`src/rtl/dbg_clk_ctrl_pkg.sv`:
```
// Shared types and constants for the debug clock controller.
package dbg_clk_ctrl_pkg;

    typedef enum logic [1:0] {
        RUN  = 2'd0,
        HALT = 2'd1,
        STEP = 2'd2,
        BRK  = 2'd3
    } dbg_state_t;

    localparam int CE_CNT_W = 32;

    // Width of div_sel needed to address every prescaler bit.
    function automatic int sel_w_of(input int div_w);
        return (div_w > 1) ? $clog2(div_w) : 1;
    endfunction

endpackage

```
`src/rtl/dbg_clk_ctrl_debounce.sv`:
```
// Push-button conditioner: two-flop synchroniser, stability counter and
// a one-cycle press pulse on each accepted rising level.
module btn_debounce #(
    parameter int DEB_CYC = 50000
) (
    input  logic clk,
    input  logic rst,
    input  logic btn,
    output logic press
);

    localparam int CNT_W = (DEB_CYC > 1) ? $clog2(DEB_CYC) : 1;
    localparam logic [CNT_W-1:0] CNT_LAST = CNT_W'(DEB_CYC - 1);

    logic             sync_p0;
    logic             sync_p1;
    logic             level;
    logic [CNT_W-1:0] cnt;

    // The count only runs while the synchronised input disagrees with the
    // accepted level; any agreement (a bounce) starts it over.
    always_ff @(posedge clk or negedge rst) begin
        if (!rst) begin
            sync_p0 <= 1'b0;
            sync_p1 <= 1'b0;
            level   <= 1'b0;
            cnt     <= '0;
            press   <= 1'b0;
        end else begin
            sync_p0 <= btn;
            sync_p1 <= sync_p0;
            press   <= 1'b0;
            if (sync_p1 == level) begin
                cnt <= '0;
            end else if (cnt == CNT_LAST) begin
                level <= sync_p1;
                cnt   <= '0;
                press <= sync_p1;
            end else begin
                cnt <= cnt + CNT_W'(1);
            end
        end
    end

endmodule

```
`src/rtl/dbg_clk_ctrl.sv`:
```
// Debug clock controller: divided CPU clock enable with run, halt,
// single-step and breakpoint control driven by a debounced push button.
module dbg_clk_ctrl
    import dbg_clk_ctrl_pkg::*;
#(
    parameter int DIV_W        = 8,
    parameter int SEL_W        = sel_w_of(DIV_W),
    parameter int PC_W         = 16,
    parameter int DEB_CYC      = 50000,
    parameter bit RUN_ON_RESET = 1'b1
) (
    input  logic                clk,
    input  logic                rst,
    input  logic [SEL_W-1:0]    div_sel,
    input  logic                mode_step,
    input  logic                btn,
    input  logic                bp_en,
    input  logic [PC_W-1:0]     bp_addr,
    input  logic [PC_W-1:0]     pcnt,
    output logic                cpu_ce,
    output logic                halted,
    output logic                brk_hit,
    output logic [CE_CNT_W-1:0] ce_count
);

    localparam dbg_state_t RST_STATE = RUN_ON_RESET ? RUN : HALT;

    // Division is capped at 2^(DIV_W-1); larger selections saturate.
    function automatic logic [DIV_W-1:0] sat_mask(input logic [SEL_W-1:0] sel);
        logic [DIV_W-1:0] m;
        m = '0;
        for (int i = 0; i < DIV_W - 1; i++) begin
            if (i < int'(sel)) m[i] = 1'b1;
        end
        return m;
    endfunction

    dbg_state_t       state;
    dbg_state_t       state_nxt;
    logic [DIV_W-1:0] presc;
    logic [DIV_W-1:0] mask;
    logic             live;
    logic             tick;
    logic             bp_match;
    logic             press;

    btn_debounce #(
        .DEB_CYC(DEB_CYC)
    ) u_deb (
        .clk  (clk),
        .rst  (rst),
        .btn  (btn),
        .press(press)
    );

    // live keeps the enable quiet until the first edge after reset release,
    // and drops asynchronously with reset so a pending step is aborted.
    assign mask     = sat_mask(div_sel);
    assign tick     = live && ((presc & mask) == mask);
    assign bp_match = bp_en && (pcnt == bp_addr);

    always_comb begin
        state_nxt = state;
        cpu_ce    = 1'b0;
        case (state)
            RUN: begin
                if (tick && bp_match) begin
                    state_nxt = BRK;
                end else begin
                    cpu_ce = tick;
                    if (mode_step) state_nxt = HALT;
                end
            end
            HALT, BRK: begin
                if (press) state_nxt = STEP;
            end
            STEP: begin
                if (tick) begin
                    cpu_ce    = 1'b1;
                    state_nxt = mode_step ? HALT : RUN;
                end
            end
            default: state_nxt = RST_STATE;
        endcase
    end

    always_ff @(posedge clk or negedge rst) begin
        if (!rst) begin
            state    <= RST_STATE;
            halted   <= !RUN_ON_RESET;
            brk_hit  <= 1'b0;
            live     <= 1'b0;
            presc    <= '0;
            ce_count <= '0;
        end else begin
            state   <= state_nxt;
            halted  <= (state_nxt != RUN);
            brk_hit <= (state_nxt == BRK);
            live    <= 1'b1;
            presc   <= presc + DIV_W'(1);
            if (cpu_ce) ce_count <= ce_count + CE_CNT_W'(1);
        end
    end

endmodule
```
`config.mk`:
```
export PLATFORM = sky130hd
export DESIGN_NAME = dbg_clk_ctrl
export DESIGN_NICKNAME = d
export VERILOG_FILES = /design/src/rtl/dbg_clk_ctrl_pkg.sv /design/src/rtl/dbg_clk_ctrl_debounce.sv /design/src/rtl/dbg_clk_ctrl.sv
export SDC_FILE = /design/constraint.sdc
export NUM_CORES = 1
export LEC_CHECK = 0
export ABC_AREA = 0
export CORE_ASPECT_RATIO = 0.5
export CORE_MARGIN = 2
export CORE_UTILIZATION = 47
export CTS_BUF_LIST = sky130_fd_sc_hd__clkbuf_8
export DETAILED_ROUTE_END_ITERATION = 10
export PLACE_DENSITY = 0.9
export SETUP_SLACK_MARGIN = 0.5
export SYNTH_ARGS = -nofsm -noshare
export SYNTH_HDL_FRONTEND = slang
export SYNTH_SLANG_ARGS = --single-unit
```
`constraint.sdc`:
```
create_clock -name clk -period 2.02 [get_ports clk]
set_clock_uncertainty 0.1 [all_clocks]
set_input_delay 0.404 -clock clk [delete_from_list [all_inputs] [get_ports clk]]
set_output_delay 0.404 -clock clk [all_outputs]
set_load 0.005 [all_outputs]
```
## Word level (Yosys, flattened, before mapping)

Cells that the tools add are included.

| operators by class | value |
|---|---|
| $lt $le $gt $ge | 7 |
| div/mod/pow operators | 0 |
| $mul | 0 |
| equality and inequality tests | 8 |
| shift operators | 0 |
| bitwise gates (word level) | 2 |
| multiplexer cells | 20 |
| $add $sub $neg | 3 |
| reduce and logical (&&, ||, !) cells | 7 |

Operators with widths:

| operator | count |
|---|---|
| 32-bit by 1-bit adder with 32-bit output, second input constant | 1 |
| 16-bit two-way mux | 2 |
| 16-bit by 1-bit adder with 16-bit output, second input constant | 1 |
| 16-bit equality test | 1 |
| 16-bit equality test, second input constant | 1 |
| 1-bit two-way mux | 12 |
| 3-bit less-than comparator, first input constant | 3 |
| 8-bit by 1-bit adder with 8-bit output, second input constant | 1 |
| 8-bit by 7-bit AND with 8-bit output | 1 |
| 8-bit by 7-bit equality test with 1-bit output | 1 |
| 2-bit two-way mux | 4 |
| 2-bit equality test, second input constant | 3 |
| 1-bit by 3-bit less-than comparator with 1-bit output, first input constant | 2 |
| 2-bit by 3-bit less-than comparator with 1-bit output, first input constant | 2 |
| 2-bit one-hot mux with 3 select lines | 1 |
| 1-bit logical AND | 3 |
| 2-bit by 1-bit equality test with 1-bit output, second input constant | 1 |
| 2-bit zero test | 1 |
| 1-bit one-hot mux with 2 select lines | 1 |
| 2-bit AND reduction | 1 |
| 2-bit nonzero test | 1 |
| 2-bit OR reduction | 1 |
| 1-bit equality test | 1 |
| 1-bit inverter | 1 |

| word-level totals | value |
|---|---|
| bits of input ports | 40 |
| memory bits (writable) | 0 |
| bits in latches | 0 |
| register bits | 65 |
| memories | 0 |
| memory bits (read-only) | 0 |
| logic and storage cells | 58 |
| output and inout port bits | 35 |

## Logic depth before layout (Yosys ltp)

Gate-level depths: netlist of run 1.

| depth | value |
|---|---|
| depth after elaboration | 9 |
| gate-level depth with buffers | 7 |
| mapped depth without buffers | 6 |

## Hierarchy

A second synthesis of run 1 with hierarchy kept.

| unflattened totals | value |
|---|---|
| cell total of the unflattened synthesis | 320 |
| area, all modules | 3,345.7 um2 |

By module, submodules not included:

| module | times used | cells each | area an instance (um2) | seq. area each (um2) |
|---|---|---|---|---|
| dbg_clk_ctrl | 1 | 229 | 2,377.3 | 1,101.1 |
| btn_debounce | 1 | 91 | 968.4 | 500.5 |

## Worst setup path before layout of run 1

No wires, ideal clock.

| timing | value |
|---|---|
| kind | register to register |
| start point | reg ce_count[0] |
| end point | reg ce_count[26] |
| required time | 1.840 ns |
| path buffers | 1 |
| period minus slack after synthesis | 2.027 ns |
| stages on the path, launching flop included | 8 |
| setup time | 0.080 ns |
| setup slack | -0.007 ns |
| arrival | 1.847 ns |
| cells stage by stage | dfrtp_1 > ha_1 > and4_1 > nand4_1 > or2_2 > clkbuf_1 > nor3_1 > xnor2_1 |

| between the ends | value |
|---|---|
| word-level cells in the longest chain between the ends | 1 |

Ends and longest elaborated chain:

| element | RTL line | RTL |
|---|---|---|
| from (decl) | dbg_clk_ctrl.sv:23 | `output logic [CE_CNT_W-1:0] ce_count` |
| from (signal assigned) | dbg_clk_ctrl.sv:101 | `if (cpu_ce) ce_count <= ce_count + CE_CNT_W'(1);` |
| 32-bit by 1-bit adder with 32-bit output | dbg_clk_ctrl.sv:101 |  |

Every way passes these cells.
A chain may end at the register's enable or synchronous reset.

## Final worst setup path of run 1

| timing | value |
|---|---|
| start point | in bp_addr[2] |
| end point | out cpu_ce |

| between the ends | value |
|---|---|
| word-level cells in the longest chain between the ends | 5 |

Ends and longest elaborated chain:

| element | RTL line | RTL |
|---|---|---|
| from (decl) | dbg_clk_ctrl.sv:18 | `input logic [PC_W-1:0] bp_addr,` |
| 16-bit equality test | dbg_clk_ctrl.sv:60 | `assign bp_match = bp_en && (pcnt == bp_addr);` |
| 1-bit logical AND | dbg_clk_ctrl.sv:60 |  |
| 1-bit logical AND | dbg_clk_ctrl.sv:67 | `if (tick && bp_match) begin` |
| 1-bit two-way mux | dbg_clk_ctrl.sv:67 |  |
| 1-bit one-hot mux with 2 select lines | dbg_clk_ctrl.sv:65 | `case (state)` |
| to (decl) | dbg_clk_ctrl.sv:20 | `output logic cpu_ce,` |

Every way passes these cells.

==> impl_metrics.csv, run 1 <==
group,metric,value,unit
status,status,"finished, violations left",
status,violations,"setup timing",
yosys,synth_area_per_cell,10.64,um^2
sta,tightest_slew,553.8,ps
floorplanning,die-area,7506,um^2
worst_setup_path,rr_worst_depth,8,
yosys,yosysSeqAreaShare,50.18,%
yosys,synth_simple_gate_area_share,23.25,%
sta,fin_crit_sh,114.9,%
yosys,syn_nets,343,
cts,clk_latency,380,ps
job,maxCapViolations,0,
final_layout,stdcell_area,5383,um^2
yosys,synth_compound_area_share,3.881,%
power_and_ir_drop,total_power,2.700,mW
placement,pre_cts_ws,-739.2,ps
placement,hpwlAfterDp,5.098,mm
floorplanning,core,6621,um^2
final_layout,final_cell_mix,"dfrtp_1 (63), buf_4 (58), xor2_1 (40)",
route,ant_nets,0,
worst_setup_path,critPathMaxFanout,2,
worst_setup_path,worstSetupStartpointType,"input port",
yosys,muxShareOfSynthArea,0.7056,%
power_and_ir_drop,power.leakage,2.729,nW
cts,htreeDepth,3,
placement,gp_congestion,0.7924,
yosys,synth_warnings,0,
final_layout,final_common_cell,"dfrtp_1",
yosys,syn_area,3192,um^2
worst_setup_path,required,1520,ps
yosys,syn_inst,300,
final_layout,drive_above_1_share,46.79,%
final_layout,synthToLayoutAreaGrowth,68.64,%
route,drc,0,
sta,layout_setup_ws,-300.3,ps
sta,hold_violations,0,
global_routing,antenna_found_initial,0,
yosys,synth_top_flop_cell,"dfrtp_1",
global_routing,grt_max_degree,48,
global_routing,grt_pass1_vias,3122,
sta,setup-tns-final,-3606,ps
final_layout,fin_cells,560,
sta,relSlewSlack,63.05,%
power_and_ir_drop,p_per_area,501.6,nW/um^2
worst_setup_path,path_class,"in2out",
cts,clkSlewWorstSetupHoldPaths,70,ps
yosys,synth_edf_count,0,
worst_hold_path,hold_class,"reg2reg",
route,route.vias.total,3251,
floorplanning,initial_core_util,48.20,%
cts,cts_root_buffer,"clkbuf_8",
power_and_ir_drop,ir_worst_vdd,0.0004254,V
cts,cts_buffers,9,
floorplanning,num_rows,21,
yosys,synth.largest_area_cell,"dfrtp_1",
yosys,netlist.area_leader.share,50.18,%
yosys,synth_top_family_by_area,"simple AND/OR/NAND/NOR gates",
floorplanning,die_y,62.27,um
placement,io_buffer_count,74,
route,postRouteWirelength,12.45,mm
worst_hold_path,holdPathStages,0,
worst_setup_path,cp_data_arrival_time,1820,ps
route,wl_per_cell,22.23,um
floorplanning,io_pins,75,
yosys,netlist-cell-type-count,42,
global_routing,grt_pass1_wl,16.02,mm
sta,grt_setup_unrepaired,"true",
yosys,ys_ff_latch,64,
sta,period_minus_slack,2320,ps
cts,cts_tree,"done",
route,vias_per_cell,5.805,
cts,cts_max_path_buffers,2,
floorplanning,die_w,120.5,um
sta,max_freq,431.0,MHz
yosys,synth_adder_area_share,1.176,%
cts,numClockSinks,64,
sta,drv_slew,0,
final_layout,diodes,0,
yosys,synthXorXnorAreaFrac,18.11,%
route,drt_iter0_markers,341,
sta,setup_viol,30,
yosys,synth-async-reset-ratio,100.0,%
final_layout,nets,507,
route,dr.pass1.iters,5,
placement,dp_cells,482,
worst_setup_path,critPathCaptureType,"output pin",
global_routing,grtUsageTotal,27.99,%
global_routing,grt_remaining_overflow,0,
placement,place_area,4269,um^2
yosys,synth_area_leaders,"dfrtp_1 (50%), xor2_1 (13%), nor4_2 (4.7%)",
## sequential cells by signal (all words and copies together), names as in the netlist
signal,count
ce_count,32
u_deb.sync_p0,1
u_deb.sync_p1,1
u_deb.cnt,16
u_deb.press,1
live,1
state,2
brk_hit,1
presc,7
halted,1
u_deb.level,1
## through the flow
stage,hold WS [ps],utilization [%]
after floorplan,8.409,-
after global placement,234.6,64.47
after detailed placement,244.9,64.47
after CTS,262.0,75.51
after global routing,295.0,81.29
final,282.2,81.29
## path summary, 6_finish.rpt
check	from	endpoint	slack (ps)
max	bp_addr[2]	cpu_ce	-300
max in group asynchronous	rst	u_deb.cnt[7]$_DFF_PN0_	800
min in group asynchronous	rst	ce_count[20]$_DFFE_PN0P_	390
min reg2reg	u_deb.sync_p0$_DFF_PN0_	u_deb.sync_p1$_DFF_PN0_	280
max reg2reg	presc[2]$_DFF_PN0_	ce_count[28]$_DFFE_PN0P_	-200
min	u_deb.sync_p0$_DFF_PN0_	u_deb.sync_p1$_DFF_PN0_	280
## per-layer routing
metal / part of all wire [%] / vias to the layer above / global-route usage [%]
li1: - / 1354 / -
met1: 37 / 1657 / 31.50
met2: 51 / 166 / 47.39
met4: 6.0 / 0 / 14.83
met5: 0 / - / 0
met3: 5.7 / 74 / 9.375
## kinds of logic (layout without fill, tap and decap cells)
family                     count (synthesis)  after routing
adders and majority gates                  3              3
DFF                                       64             64
and+or+nand+nor                          131            132
xor gates and xnor gates                  66             66
AOI/OAI and AO/OA                         14             14
other                                      1              1
buffers and inverters                     19            186
muxes                                      2              2
## worst max-delay path: stages
cell and delay [ps]:
clkdlybuf4s15_1 210, xor2_1 180, nor4_2 310, nand4b_1 280
o21ai_4 260, inv_2 50, buf_2 120
## cells in the mapped netlist, drive strengths merged, types with 3 or more instances
library cell and count:
nor3 14, dfrtp 64, nand2 23, ha 3, or3 3, xnor2 17
nor2 28, nand4 9, xor2 49, inv 12, buf 5, nor4 16
o21ai 4, nand3 18, and3 6
## area by class of cell
cell class / count / area [um^2]
Tap cell: 92 / 115.1
Inverter: 12 / 45.04
Clock buffer: 12 / 165.2
Sequential cell: 64 / 1603
Multi-Input combinational cell: 218 / 2031
Fill cell: 327 / 1239
Clock inverter: 3 / 40.04
Timing Repair Buffer: 159 / 1384
## power breakdown
group / switching, mW / total [mW] / internal (mW)
Clock: 0.534 / 1.19 / 0.660
Sequential: 0.00794 / 1.30 / 1.29
Combinational: 0.115 / 0.209 / 0.0941
## what timing repair did
item | CTS | global route
buffers inserted | 48 | 13
hold buffers | 1 | 0
gates cloned | 1 | 0
endpoints found under the setup margin | 89 | 85
pin swaps | 31 | 35
endpoints found under the hold margin | 17 | 0
resized for setup | 195 | 109
No activity file was read; power rests on OpenSTA's default activity.
==> inputs of run 2 (changes only) <==
==> constraint.sdc (replaced) <==
create_clock -name clk -period 2.02 [get_ports clk]
set_clock_uncertainty 0.1 [all_clocks]
set_input_delay 0.303 -clock clk [delete_from_list [all_inputs] [get_ports clk]]
set_output_delay 0.303 -clock clk [all_outputs]
set_load 0.005 [all_outputs]
==> impl_metrics.csv, run 2 (synthesis results as in run 1) <==
group,metric,value,unit
global_routing,grt_pass1_vias,3585,
power_and_ir_drop,ir_worst_vdd,0.0005795,V
sta,period_minus_slack,2255,ps
route,vias_per_cell,6.267,
final_layout,final_common_cell,"buf_4",
floorplanning,initial_core_util,48.20,%
power_and_ir_drop,total_power,2.998,mW
placement,io_buffer_count,74,
final_layout,largest_register_ffs,32,
worst_setup_path,required,2200,ps
worst_setup_path,startpoint,"ce_count[0]$_DFFE_PN0P_",
final_layout,drive_above_1_share,46.77,%
sta,grt_setup_unrepaired,"true",
floorplanning,num_rows,21,
placement,hpwlAfterDp,5.543,mm
worst_setup_path,worstSetupStartpointType,"flip-flop",
global_routing,grt_remaining_overflow,0,
sta,tightest_slew,679.4,ps
floorplanning,core,6621,um^2
placement,dp_cells,487,
cts,cts_tree,"done",
status,violations,"setup timing",
route,drt_iter0_markers,523,
sta,drv_slew,0,
worst_setup_path,rrSetupSlack,-230,ps
worst_setup_path,critPathMaxFanout,7,
final_layout,synthToLayoutAreaGrowth,85.42,%
final_layout,fillCellCount,245,
cts,cts_buffers,9,
cts,clk_latency,380,ps
floorplanning,die_y,62.27,um
worst_setup_path,r2r-end,"ce_count[21]$_DFFE_PN0P_",
final_layout,fin_cells,589,
worst_hold_path,hold_class,"reg2reg",
cts,clkSlewWorstSetupHoldPaths,90,ps
route,drc,0,
sta,max_freq,443.5,MHz
sta,fin_crit_sh,111.6,%
status,status,"finished, violations left",
route,route.vias.total,3691,
global_routing,grt_max_degree,65,
worst_setup_path,cp_data_arrival_time,2430,ps
global_routing,antenna_found_initial,1,
final_layout,final_cell_mix,"buf_4 (59), dfrtp_1 (58), buf_6 (56)",
sta,setup_viol,32,
worst_setup_path,rr_worst_depth,7,
global_routing,grtUsageTotal,34.97,%
cts,htreeDepth,3,
route,dr.pass1.iters,5,
sta,holdWs,261.1,ps
job,maxCapViolations,0,
floorplanning,die-area,7506,um^2
final_layout,nets,534,
placement,gp_congestion,0.8296,
cts,cts_root_buffer,"clkbuf_8",
route,ant_nets,0,
floorplanning,io_pins,75,
route,wl_per_cell,26.72,um
sta,hold_violations,0,
final_layout,regMostFlops,"ce_count",
power_and_ir_drop,p_per_area,506.6,nW/um^2
route,postRouteWirelength,15.74,mm
power_and_ir_drop,power.leakage,3.043,nW
cts,numClockSinks,64,
worst_setup_path,path_class,"reg2reg",
floorplanning,die_w,120.5,um
global_routing,grt_pass1_wl,19.73,mm
worst_setup_path,critPathCaptureType,"flip-flop",
final_layout,reg_top3,"ce_count x32, u_deb.cnt x16, presc x7",
worst_setup_path,r2r-start,"ce_count[0]$_DFFE_PN0P_",
worst_setup_path,endpoint,"ce_count[21]$_DFFE_PN0P_",
sta,relSlewSlack,54.57,%
cts,cts_max_path_buffers,2,
sta,layout_setup_ws,-234.6,ps
## run 2: cell count changes in the layout (fill, tap and decap cells not counted), sizes merged, moves of 2 or more
cell           delta
buf              +23
bufinv            +2
clkbuf           -19
clkdlybuf4s15    -16
clkdlybuf4s50     +9
dlygate4sd2      +30
## run 2: metrics by stage
step / worst slack [ps] / instance area (um^2) / utilization (%) / TNS (ps)
after floorplan: 121.9 / 3368 / - / 0
after global placement: -586.0 / 4379 / 66.14 / -16210
after detailed placement: -621.0 / 4379 / 66.14 / -17280
after CTS: -218.0 / 5426 / 81.95 / -2254
after global routing: -335.2 / 5918 / 89.38 / -6164
final: -234.6 / 5918 / 89.38 / -3263
## run 2: repair_timing
| item | in CTS | in global routing |
|---|---|---|
| pin swaps | 71 | 30 |
| endpoints found under the hold margin | 64 | 0 |
| gates resized for setup | 180 | 88 |
| setup buffers | 65 | 17 |
| hold buffers | 1 | 0 |
| gates cloned | 2 | 0 |
| setup endpoints to repair | 89 | 73 |
## run 2: routing by layer
metal	wire length [um]	GRT usage [%]
met4	1012	14.68
met5	0	0
met3	1866	11.12
met1	5973	43.92
met2	6883	56.21
## run 2: area by class of cell
type / count / area, um^2 / area share (%)
Multi-Input combinational cell: 218 / 2074 / 35.05
Timing Repair Buffer: 186 / 1813 / 30.63
Sequential cell: 64 / 1609 / 27.19
Clock buffer: 11 / 151.4 / 2.558
Tap cell: 92 / 115.1 / 1.945
Clock inverter: 5 / 102.6 / 1.734
Inverter: 12 / 50.05 / 0.8457
Antenna cell: 1 / 2.502 / 0.04228
## run 2: critical path: stages, from the launching register on
cell and delay [ps]:
dfrtp_1 400, buf_6 110, buf_6 100, and3_1 190, nand3_1 160, or3_4 490, nor4_4 360, xor2_1 250
## run 2: worst min path at each step
stage                            startpoint                      end  slack (ps)  cells past startpoint
detailed placement                      rst  u_deb.cnt[10]$_DFF_PN0_         240                      2
global route        u_deb.sync_p0$_DFF_PN0_  u_deb.sync_p1$_DFF_PN0_         260                      0
finish              u_deb.sync_p0$_DFF_PN0_  u_deb.sync_p1$_DFF_PN0_         260                      0
CTS                 u_deb.sync_p0$_DFF_PN0_  u_deb.sync_p1$_DFF_PN0_         250                      0
global placement    u_deb.sync_p0$_DFF_PN0_  u_deb.sync_p1$_DFF_PN0_         230                      0
floorplan                               rst        brk_hit$_DFF_PN0_         -90                      0
## run 2: where the power goes
part	internal (mW)	switching [mW]
combinational	0.0970	0.109
sequential	1.29	0.0113
clock	0.886	0.607
==> inputs of run 3 (changes only) <==
--- a/config.mk
+++ b/config.mk
@@ -7,12 +7,11 @@
 export LEC_CHECK = 0
 export ABC_AREA = 0
 export CORE_ASPECT_RATIO = 0.5
-export CORE_MARGIN = 2
+export CORE_MARGIN = 8
 export CORE_UTILIZATION = 47
 export CTS_BUF_LIST = sky130_fd_sc_hd__clkbuf_8
 export DETAILED_ROUTE_END_ITERATION = 10
 export PLACE_DENSITY = 0.9
-export SETUP_SLACK_MARGIN = 0.5
 export SYNTH_ARGS = -nofsm -noshare
 export SYNTH_HDL_FRONTEND = slang
 export SYNTH_SLANG_ARGS = --single-unit
==> impl_metrics.csv, run 3 (synthesis results as in run 1) <==
group,metric,value,unit
route,route.vias.total,2968,
power_and_ir_drop,ir_worst_vdd,0.0002796,V
sta,setup-tns-final,-1297,ps
final_layout,seq_area,1608,um^2
floorplanning,initial_core_util,48.20,%
global_routing,grt_pass1_wl,15.86,mm
floorplanning,die-area,9844,um^2
final_layout,synthToLayoutAreaGrowth,55.63,%
floorplanning,die_y,74.27,um
status,violations,"setup timing",
final_layout,fillCellCount,366,
floorplanning,die_w,132.5,um
sta,drv_slew,0,
worst_setup_path,critPathCaptureType,"flip-flop",
placement,pre_cts_ws,-661.2,ps
floorplanning,core,6621,um^2
cts,clk_latency,360,ps
global_routing,grt_max_degree,65,
sta,max_freq,451.5,MHz
floorplanning,io_pins,75,
worst_setup_path,worstSetupStartpointType,"flip-flop",
power_and_ir_drop,p_per_area,548.4,nW/um^2
cts,htreeDepth,3,
sta,period_minus_slack,2215,ps
worst_setup_path,critPathSlowestCell,"dfrtp_1",
worst_setup_path,required,2170,ps
worst_setup_path,path_cells,"o2bb2ai_2, o2111ai_4, a2111oi_4, o21ai_4, buf_8, buf_12, nor3_4, xor2_2",
sta,relSlewSlack,59.22,%
power_and_ir_drop,power.leakage,2.501,nW
route,drc,0,
sta,grt_setup_unrepaired,"true",
final_layout,regMostFlops,"ce_count",
cts,numClockSinks,64,
cts,cts_tree,"done",
job,maxCapViolations,0,
final_layout,reg_top3,"ce_count x32, u_deb.cnt x16, presc x7",
status,status,"finished, violations left",
final_layout,largest_register_ffs,32,
global_routing,grt_pass1_vias,2979,
worst_setup_path,critPathMaxStageDelay,420,ps
final_layout,final_common_cell,"dfrtp_1",
global_routing,grtUsageTotal,20.77,%
worst_hold_path,hold_class,"reg2reg",
worst_setup_path,r2r-start,"presc[0]$_DFF_PN0_",
placement,io_buffer_count,74,
worst_setup_path,startpoint,"presc[0]$_DFF_PN0_",
worst_setup_path,r2r-end,"ce_count[15]$_DFFE_PN0P_",
power_and_ir_drop,total_power,2.724,mW
sta,holdWs,249.9,ps
worst_setup_path,rr_worst_depth,8,
final_layout,nets,461,
worst_setup_path,endpoint,"ce_count[15]$_DFFE_PN0P_",
worst_setup_path,cp_data_arrival_time,2360,ps
route,wl_per_cell,22.96,um
worst_setup_path,rrSetupSlack,-190,ps
sta,fin_crit_sh,109.6,%
placement,hpwlAfterDp,5.629,mm
sta,hold_violations,0,
global_routing,antenna_found_initial,0,
route,drt_iter0_markers,299,
route,dr.pass1.iters,5,
route,ant_nets,0,
placement,gp_congestion,0.8144,
floorplanning,num_rows,21,
route,postRouteWirelength,11.82,mm
route,vias_per_cell,5.763,
sta,setup_viol,22,
cts,cts_buffers,9,
worst_setup_path,critPathMaxFanout,5,
sta,layout_setup_ws,-194.7,ps
sta,tightest_slew,609.9,ps
worst_setup_path,path_class,"reg2reg",
final_layout,final_cell_mix,"dfrtp_1 (59), xor2_1 (45), clkdlybuf4s50_1 (41)",
final_layout,diodes,0,
final_layout,drive_above_1_share,26.71,%
cts,cts_max_path_buffers,2,
cts,cts_root_buffer,"clkbuf_8",
global_routing,grt_remaining_overflow,0,
cts,clkSlewWorstSetupHoldPaths,70,ps
final_layout,multi_input_area,1861,um^2
## run 3: timing repair
action / 4_1_cts / 5_1_grt
resized for setup: 63 / 52
endpoints found under the hold margin: 64 / 0
pin swaps: 37 / 45
cloned: 1 / 2
hold buffers: 1 / 0
endpoints found under the setup margin: 33 / 32
setup buffers: 6 / 7
## run 3: worst min-delay path by stage
stage | from | endpoint | slack [ps] | depth (start not counted)
5_1_grt | u_deb.sync_p0$_DFF_PN0_ | u_deb.sync_p1$_DFF_PN0_ | 260 | 0
2_1_floorplan | rst | brk_hit$_DFF_PN0_ | -90 | 0
4_1_cts | u_deb.sync_p0$_DFF_PN0_ | u_deb.sync_p1$_DFF_PN0_ | 250 | 0
3_3_place_gp | rst | ce_count[24]$_DFFE_PN0P_ | 230 | 2
3_5_place_dp | rst | ce_count[25]$_DFFE_PN0P_ | 240 | 2
6_report | u_deb.sync_p0$_DFF_PN0_ | u_deb.sync_p1$_DFF_PN0_ | 250 | 0
## run 3: worst max-delay path: cells and delay by family (launching register included)
kind / cells / cell delay [ps]
AOI/OAI and AO/OA: 4 / 760
buffers and inverters: 2 / 330
DFF: 1 / 420
xor gates and xnor gates: 1 / 270
and+or+nand+nor: 1 / 220
## run 3: layer usage
layer / track usage [%] / up-vias / part of all wire [%]
li1: - / 1260 / -
met1: 21.25 / 1447 / 35
met2: 39.27 / 187 / 52
met3: 7.210 / 74 / 7.4
met4: 8.229 / 0 / 5.7
met5: 0 / - / 0
## run 3: area by class of cell
| cell class | instances | share of cell area [%] |
|---|---|---|
| multi-input cells | 217 | 37.46 |
| well taps | 92 | 2.317 |
| flip-flops and latches | 64 | 32.37 |
| inverters | 12 | 0.9068 |
| clock inverters | 3 | 0.7809 |
| repair buffers | 114 | 22.57 |
| clock buffers | 13 | 3.602 |
## run 3: through the flow
step,utilization (%),cell area [um^2],cells
5_1_grt,75.02,4967,515
4_1_cts,70.31,4656,506
2_1_floorplan,-,3192,300
6_report,75.02,4967,515
3_5_place_dp,63.28,4190,482
3_3_place_gp,63.28,4190,482
## run 3: where the power goes
part	internal, mW	switching [mW]	total (mW)
combinational	0.0871	0.0994	0.187
clock	0.699	0.540	1.24
sequential	1.29	0.00975	1.30
